===== config.mk =====
export PLATFORM = sky130hd
export DESIGN_NAME = led_scan_driver
export DESIGN_NICKNAME = d
export VERILOG_FILES = /design/src/rtl/led_scan_driver.sv
export SDC_FILE = /design/constraint.sdc
export NUM_CORES = 1
export LEC_CHECK = 0
export BUFFER_PORTS_ARGS = -buffer_cell sky130_fd_sc_hd__buf_2
export CORE_ASPECT_RATIO = 1.25
export CORE_UTILIZATION = 51
export CTS_CLUSTER_DIAMETER = 40
export DETAILED_ROUTE_END_ITERATION = 10
export GPL_ROUTABILITY_DRIVEN = 0
export PLACE_DENSITY = 0.86
export RECOVER_POWER = 100
export SLEW_MARGIN = 20
export SYNTH_ARGS = -nofsm -noshare
export SYNTH_HDL_FRONTEND = slang
export SYNTH_SLANG_ARGS = --single-unit

===== constraint.sdc =====
create_clock -name Clk_O -period 3.21 [get_ports Clk_O]
set_clock_uncertainty 0.15 [all_clocks]
set_input_delay 0.4815 -clock Clk_O [delete_from_list [all_inputs] [get_ports Clk_O]]
set_output_delay 0.4815 -clock Clk_O [all_outputs]
set_load 0.1 [all_outputs]

===== src/rtl/led_scan_driver.sv =====
// Multiplexed common-anode 7-segment scan driver with frame-synchronous (tear-free) data update.
// Optional build macro LED_LZ_BLANK_EN enables leading-zero blanking.
module led_scan_driver #(
   parameter int DIGITS   = 4,
   parameter int SCAN_DIV = 16
) (
   input  logic                  Clk_O,
   input  logic                  Reset,
   input  logic [4*DIGITS-1:0]   Data_In,
   input  logic                  Load,
   output logic [6:0]            SEG,
   output logic [DIGITS-1:0]     AN,
   output logic                  Frame_Start,
   output logic                  Pending
);

   localparam int DIVW = (SCAN_DIV > 2) ? $clog2(SCAN_DIV) : 1;
   localparam int DIGW = (DIGITS > 2) ? $clog2(DIGITS) : 1;
   localparam logic [DIVW-1:0] DIV_LAST = DIVW'(SCAN_DIV - 1);
   localparam logic [DIGW-1:0] DIG_LAST = DIGW'(DIGITS - 1);

   logic [DIVW-1:0]     div_q, div_d;
   logic [DIGW-1:0]     dig_q, dig_d;
   logic [4*DIGITS-1:0] shown_q, shown_d;
   logic [4*DIGITS-1:0] pval_q, pval_d;
   logic                pend_q, pend_d;
   logic [6:0]          seg_q, seg_d;
   logic [DIGITS-1:0]   an_q, an_d;
   logic                fs_q, fs_d;
   logic                wrap;
   logic [3:0]          nib;
   logic                blank;
`ifdef LED_LZ_BLANK_EN
   logic [DIGITS:0]     zero_above;
`endif

   function automatic logic [6:0] hex7(input logic [3:0] n);
      case (n)
         4'h0: hex7 = 7'h40;  4'h1: hex7 = 7'h79;  4'h2: hex7 = 7'h24;  4'h3: hex7 = 7'h30;
         4'h4: hex7 = 7'h19;  4'h5: hex7 = 7'h12;  4'h6: hex7 = 7'h02;  4'h7: hex7 = 7'h78;
         4'h8: hex7 = 7'h00;  4'h9: hex7 = 7'h10;  4'hA: hex7 = 7'h08;  4'hB: hex7 = 7'h03;
         4'hC: hex7 = 7'h46;  4'hD: hex7 = 7'h21;  4'hE: hex7 = 7'h06;  default: hex7 = 7'h0E;
      endcase
   endfunction

   always_comb begin
      div_d   = div_q;
      dig_d   = dig_q;
      shown_d = shown_q;
      pval_d  = pval_q;
      pend_d  = pend_q;
      wrap    = 1'b0;
      nib     = 4'h0;
      blank   = 1'b0;
      an_d    = '1;

      if (div_q == DIV_LAST) begin
         div_d = '0;
         if (dig_q == DIG_LAST) begin
            dig_d = '0;
            wrap  = 1'b1;
         end else begin
            dig_d = dig_q + 1'b1;
         end
      end else begin
         div_d = div_q + 1'b1;
      end

      // shown only ever changes on the wrap edge; a Load landing there bypasses pval
      if (wrap) begin
         if (Load) begin
            shown_d = Data_In;
            pend_d  = 1'b0;
         end else if (pend_q) begin
            shown_d = pval_q;
            pend_d  = 1'b0;
         end
      end else if (Load) begin
         pval_d = Data_In;
         pend_d = 1'b1;
      end

`ifdef LED_LZ_BLANK_EN
      zero_above         = '0;
      zero_above[DIGITS] = 1'b1;
      for (int unsigned i = 0; i < DIGITS; i++) begin
         zero_above[DIGITS-1-i] = zero_above[DIGITS-i] && (shown_d[4*(DIGITS-1-i) +: 4] == 4'h0);
      end
`endif

      // outputs are computed from post-edge state so they line up with it
      for (int unsigned i = 0; i < DIGITS; i++) begin
         if (dig_d == DIGW'(i)) begin
            nib = shown_d[4*i +: 4];
`ifdef LED_LZ_BLANK_EN
            blank = (i != 0) && zero_above[i];
`endif
            if (div_d != '0) an_d[i] = 1'b0;
         end
      end

      seg_d = blank ? 7'h7F : hex7(nib);
      fs_d  = wrap;
   end

   always_ff @(posedge Clk_O) begin
      if (Reset) begin
         div_q   <= '0;
         dig_q   <= '0;
         shown_q <= '0;
         pval_q  <= '0;
         pend_q  <= 1'b0;
         seg_q   <= 7'h7F;
         an_q    <= '1;
         fs_q    <= 1'b0;
      end else begin
         div_q   <= div_d;
         dig_q   <= dig_d;
         shown_q <= shown_d;
         pval_q  <= pval_d;
         pend_q  <= pend_d;
         seg_q   <= seg_d;
         an_q    <= an_d;
         fs_q    <= fs_d;
      end
   end

   assign SEG         = seg_q;
   assign AN          = an_q;
   assign Frame_Start = fs_q;
   assign Pending     = pend_q;

endmodule


======== After elaboration in Yosys (flattened, before gate mapping) ========
Memories as Yosys holds them, arrays and structs flattened. A register that Yosys moved wholly into a read port is not among the register bits.
Index checks and enable logic that the tools add are counted.
storage, ports and cells
  register bits after elaboration ......... 44
  memory bits (read-only) ................. 112
  memories kept ........................... 1
  output and inout bits ................... 13
  logic and storage cells ................. 44
cells by class
  reductions and logical operators ........ 8
  equal/unequal tests ..................... 5
  bitwise gates (word level) .............. 5
  multiplexer cells ....................... 13
  add/sub/neg operators ................... 2
memory list
  memory            words  width  rd ports  clocked after Yosys merged registers in  write ports  line  source
  (name not given)  16     7      1         1                                        0            38    case (n)
operator list
  operator                                             count
  2-to-1 mux 16 bit                                    3
  2-to-1 mux 4 bit                                     5
  OR reduction 2 bit                                   5
  equality test 2 bit, second input constant           3
  NOT 1 bit                                            5
  adder 4 x 1 -> 4 bit, second input constant          1
  equality test 4 bit, second input constant           1
  2-to-1 mux 2 bit                                     2
  nonzero test 4 bit                                   1
  2-to-1 mux 1 bit                                     3
  adder 2 x 1 -> 2 bit, second input constant          1
  equality test 2 x 1 -> 1 bit, second input constant  1
  zero test 2 bit                                      1
  AND reduction 2 bit                                  1

======== Depth between registers and ports, before layout ========
  depth after elaboration ................. 8
  depth in mapped cells ................... 13
  depth with buffers taken out ............ 11

======== Worst setup path after synthesis ========
No wires, ideal clock.
  path type ............................... register -> register
  from .................................... reg pend_q, in the netlist Pending
  to ...................................... reg seg_q[3], in the netlist SEG[3]
  path buffers ............................ 1
  arrival ................................. 3.136 ns
  stages on the path, launching flop included .. 12
  setup slack ............................. -0.205 ns
  library setup time ...................... 0.129 ns
  cells stage by stage .................... dfxtp_1 nor2_1 clkbuf_1 a32o_1 a211oi_1 o22ai_1 nor3_2 inv_1 ha_1 and2_4 a2111oi_2 a31oi_1
between the ends
  longest elaborated chain between the ends .. 7
RTL lines
  element                         line  source
  start: declaration              26    logic pend_q, pend_d;
  start signal: assignment        121   pend_q <= pend_d;
  2-to-1 mux 16 bit (*)           74    end else if (pend_q) begin
  2-to-1 mux 16 bit (*)           71    if (Load) begin
  2-to-1 mux 16 bit (*)           70    if (wrap) begin
  2-to-1 mux 4 bit (3 in series)  93    if (dig_d == DIGW'(i)) begin
  2-to-1 mux 4 bit (*)            93
  end: declaration                27    logic [6:0] seg_q, seg_d;
Mark *: on every way between the ends. The rest lies on a longest branch, timed or not.
A chain may end at the register's enable or synchronous reset.

======== Worst setup path in the final report ========
  from .................................... reg div_q[0]
  to ...................................... reg seg_q[3], in the netlist SEG[3]
between the ends
  longest elaborated chain between the ends .. 7
  elaborated cells between the ends (all ways) .. 12
  classes of those cells .................. eq/ne: 4; mux: 7; reduce/logical: 1
RTL lines
  element                                               line    source
  start: declaration                                    22      logic [DIVW-1:0] div_q, div_d;
  start signal: assignment                              117     div_q <= div_d;
  equality test 4 bit (*)                               57      if (div_q == DIV_LAST) begin
  2-to-1 mux 1 bit or 2-to-1 mux 2 bit (tied branches)  57
  2-to-1 mux 16 bit or zero test 2 bit (tied branches)  70, 93
  2-to-1 mux 4 bit (3 in series)                        93
  2-to-1 mux 4 bit (*)                                  93
Marked as above.

==> flow_summary.yaml <==
outcome:
  outcome: "finished, final reports clean"
power_and_ir_drop:
  leakagePower_nw: 1.07
  p_int_uw: 839
  switching_power_uw: 298
  switching_share_pct: 26.2
  pwr-share-seq_pct: 58.5
  peakVddDrop_mv: 0.259
  combPwrFrac_pct: 11.0
  pwr-share-clk_pct: 30.5
  power_density_nw_per_um2: 412
clocking:
  clkLatencyLatePin_ns: 0.30
  htree_levels: 2
  cts_root_buffer: "clkbuf_8"
  cts_made_buffers: 5
  cts_tree: "yes"
  clk_path_buf_depth: 2
  clkSinkCount: 51
  clk_pin_slew_ns: 0.09
critical_path:
  crit_chain: "ha_1 > and4_4 > a32o_1 > a211oi_1 > o22ai_1 > nor3_2 > inv_1 > ha_1 > and2_4 > a2111oi_2 > a31oi_1"
  cp_max_fo: 12
  critPathKind: "flip-flop to flip-flop"
  critPathArrivalTime_ns: 3.03
  crit_required_ns: 3.24
  cp-startpoint: "div_q[0]$_SDFF_PP0_"
  crit_buf_inv: 1
  max_stage_delay_ns: 0.34
  r2r_start: "div_q[0]$_SDFF_PP0_"
  path_delay_family: "compound AO/OA/AOI/OAI gates"
  cp-end-kind: "flip-flop"
  slowest_stage: "dfxtp_1"
  cp-start-kind: "flip-flop"
  cpMostUsedCell: "ha_1"
yosys:
  synth_edf_count: 0
  yosys.cell_types.count: 46
  synthFlopType: "dfxtp_1"
  synth_cells: 283
  yosysWarnings: 0
  synth-async-reset-ratio_pct: 0
  ys_seq_area_share_pct: 40.9
  synth_nets: 310
  syn_area_per_cell_um2: 8.81
  syn_area_um2: 2490
  ys_ff_latch: 51
route:
  wl_mm: 5.80
  vias: 2242
  route.detailed.drc: 0
  antenna_left: 0
  wl_per_cell_um: 15.5
  first_iter_violations: 151
  viasPerCell: 6.01
  drt_first_pass_iters: 4
die:
  die_area_um2: 5170
  initial_utilization_pct: 52.7
  core_um2: 4730
  rows: 28
  io_pins: 32
  die-width_um: 64.5
  die_h_um: 80.2
placement:
  place_ws_ns: 0.118
  hpwl_mm: 4.15
  io_buffer_count: 31
  place_area_um2: 2680
sta:
  setup_tns_ns: 0
  setup_ws_ns: 0.210
  maxSlewViolCount: 0
  max_freq_mhz: 333
  final.period_utilization_pct: 93.5
  slew_headroom_pct: 21.8
  worst_pin_slew_ns: 1.18
  hold_viol_final: 0
  fin_crit_ns: 3.00
  setup-violations-final: 0
global_routing:
  antenna_found_initial: 0
  grt_pass1_wl_mm: 9.07
  overflow: 0
  grt_max_degree: 41
  grtUsageTotal_pct: 22.8
  grt_pass1_vias: 2020
job:
  cap_viol_max_count: 0
hold_path:
  min_path_type: "primary input to flip-flop"
  hold_start: "Data_In[8]"
final_layout:
  final_area_um2: 2760
  post-route-util_pct: 58.4
  drive_above_1_share_pct: 16.0
  diodes: 0
  syn2layout_area_growth_pct: 10.8
  nNetsFinal: 339
power by group through the flow:
stage                     combinational (mW)  clock [mW]  sequential [mW]
after global placement                 0.122           0            0.679
after detailed placement               0.125           0            0.680
after CTS                              0.125       0.357            0.665
after global routing                   0.133       0.384            0.668
final                                  0.125       0.347            0.665
after floorplan                       0.0503           0            0.717
placed cells by master (no fill, tap or decap), drive strengths merged:
master and instances:
nor4 1, xnor2 1, a31o 1, clkbuf 19
nor3b 5, mux4 1, o21ai 13, buf 31
a22oi 1, and3 1, a32o 3, nor2 18
nand3 27, mux2 2, o2111ai 4, a21oi 21
a32oi 9, nor2b 7, and4 2, a2111oi 1
clkinv 1, a31oi 3, a211oi 7, o22ai 1
nand2 35, ha 8, and3b 3, inv 4
o221ai 2, o21bai 1, o311ai 1, dfxtp 51
nor3 8, mux2i 10, nand2b 2, and2 6
nand4 2
state kept, by name, indices dropped and copies added, names as in the netlist:
name / cells
Pending: 1
dig_q: 2
Frame_Start: 1
div_q: 4
SEG: 7
AN: 4
shown_q: 16
pval_q: 16
path summary, 6_finish.rpt:
path              depth (start not counted)  slack, ns                      to
setup / recovery                         11       0.21       SEG[3]$_SDFF_PP1_
setup reg to reg                         11       0.21       SEG[3]$_SDFF_PP1_
hold / removal                            3       0.28  pval_q[8]$_SDFFE_PP0P_
hold reg to reg                           2       0.31  pval_q[2]$_SDFFE_PP0P_
cell families after synthesis:
| group | synth area share, % |
|---|---|
| flops | 40.9 |
| simple gates | 24.2 |
| buf+inv | 5.57 |
| xor+xnor | 0.351 |
| fa+ha+maj | 4.01 |
| compound gates | 18.6 |
| mux | 6.32 |
timing repair:
item	CTS	global route
resized for setup	0	1
hold buffers	0	0
setup endpoints to repair	0	3
buffers inserted	0	1
routing by layer:
metal | vias up | track usage, % | routed length, um
li1 | 1086 | - | -
met1 | 1059 | 26.1 | 2330
met2 | 82 | 39.9 | 3020
met3 | 15 | 4.83 | 301
met4 | 0 | 10.9 | 147
met5 | - | 0 | 0
final cells by class:
| class | instances | area (um2) |
|---|---|---|
| flip-flops and latches | 51 | 1020 |
| multi-input cells | 207 | 1340 |
| clock inverters | 1 | 5.00 |
| clock buffers | 7 | 76.3 |
| well taps | 60 | 75.1 |
| inverters | 4 | 15.0 |
| repair buffers | 43 | 230 |
| fillers | 443 | 1970 |
stage by stage:
stage	hold slack (ns)	instances	total power, mW
after floorplan	0.270	283	0.767
after global placement	0.276	364	0.800
after detailed placement	0.297	364	0.805
after CTS	0.280	372	1.15
after global routing	0.279	373	1.18
final	0.284	373	1.14
worst reg2reg max path: cells and delay by family (launching register included):
family,cells,cell delay (ns)
and+or+nand+nor,3,0.68
AOI/OAI and AO/OA,5,1.10
adders and majority gates,2,0.52
DFF,1,0.34
buffers and inverters,1,0.12
Yosys cell counts (all sizes together), types with 6 or more instances:
library cell	number	share of area [%]
a211oi	7	2.1
a21oi	21	4.2
a32oi	9	3.2
and2	6	1.6
buf	11	3.5
clkbuf	10	1.5
dfxtp	51	41
ha	8	4.0
mux2i	10	4.5
nand2	35	5.3
nand3	27	5.6
nor2	18	2.7
nor2b	7	1.8
nor3	8	1.8
o21ai	13	2.6
(Power assumes the default switching activity.)
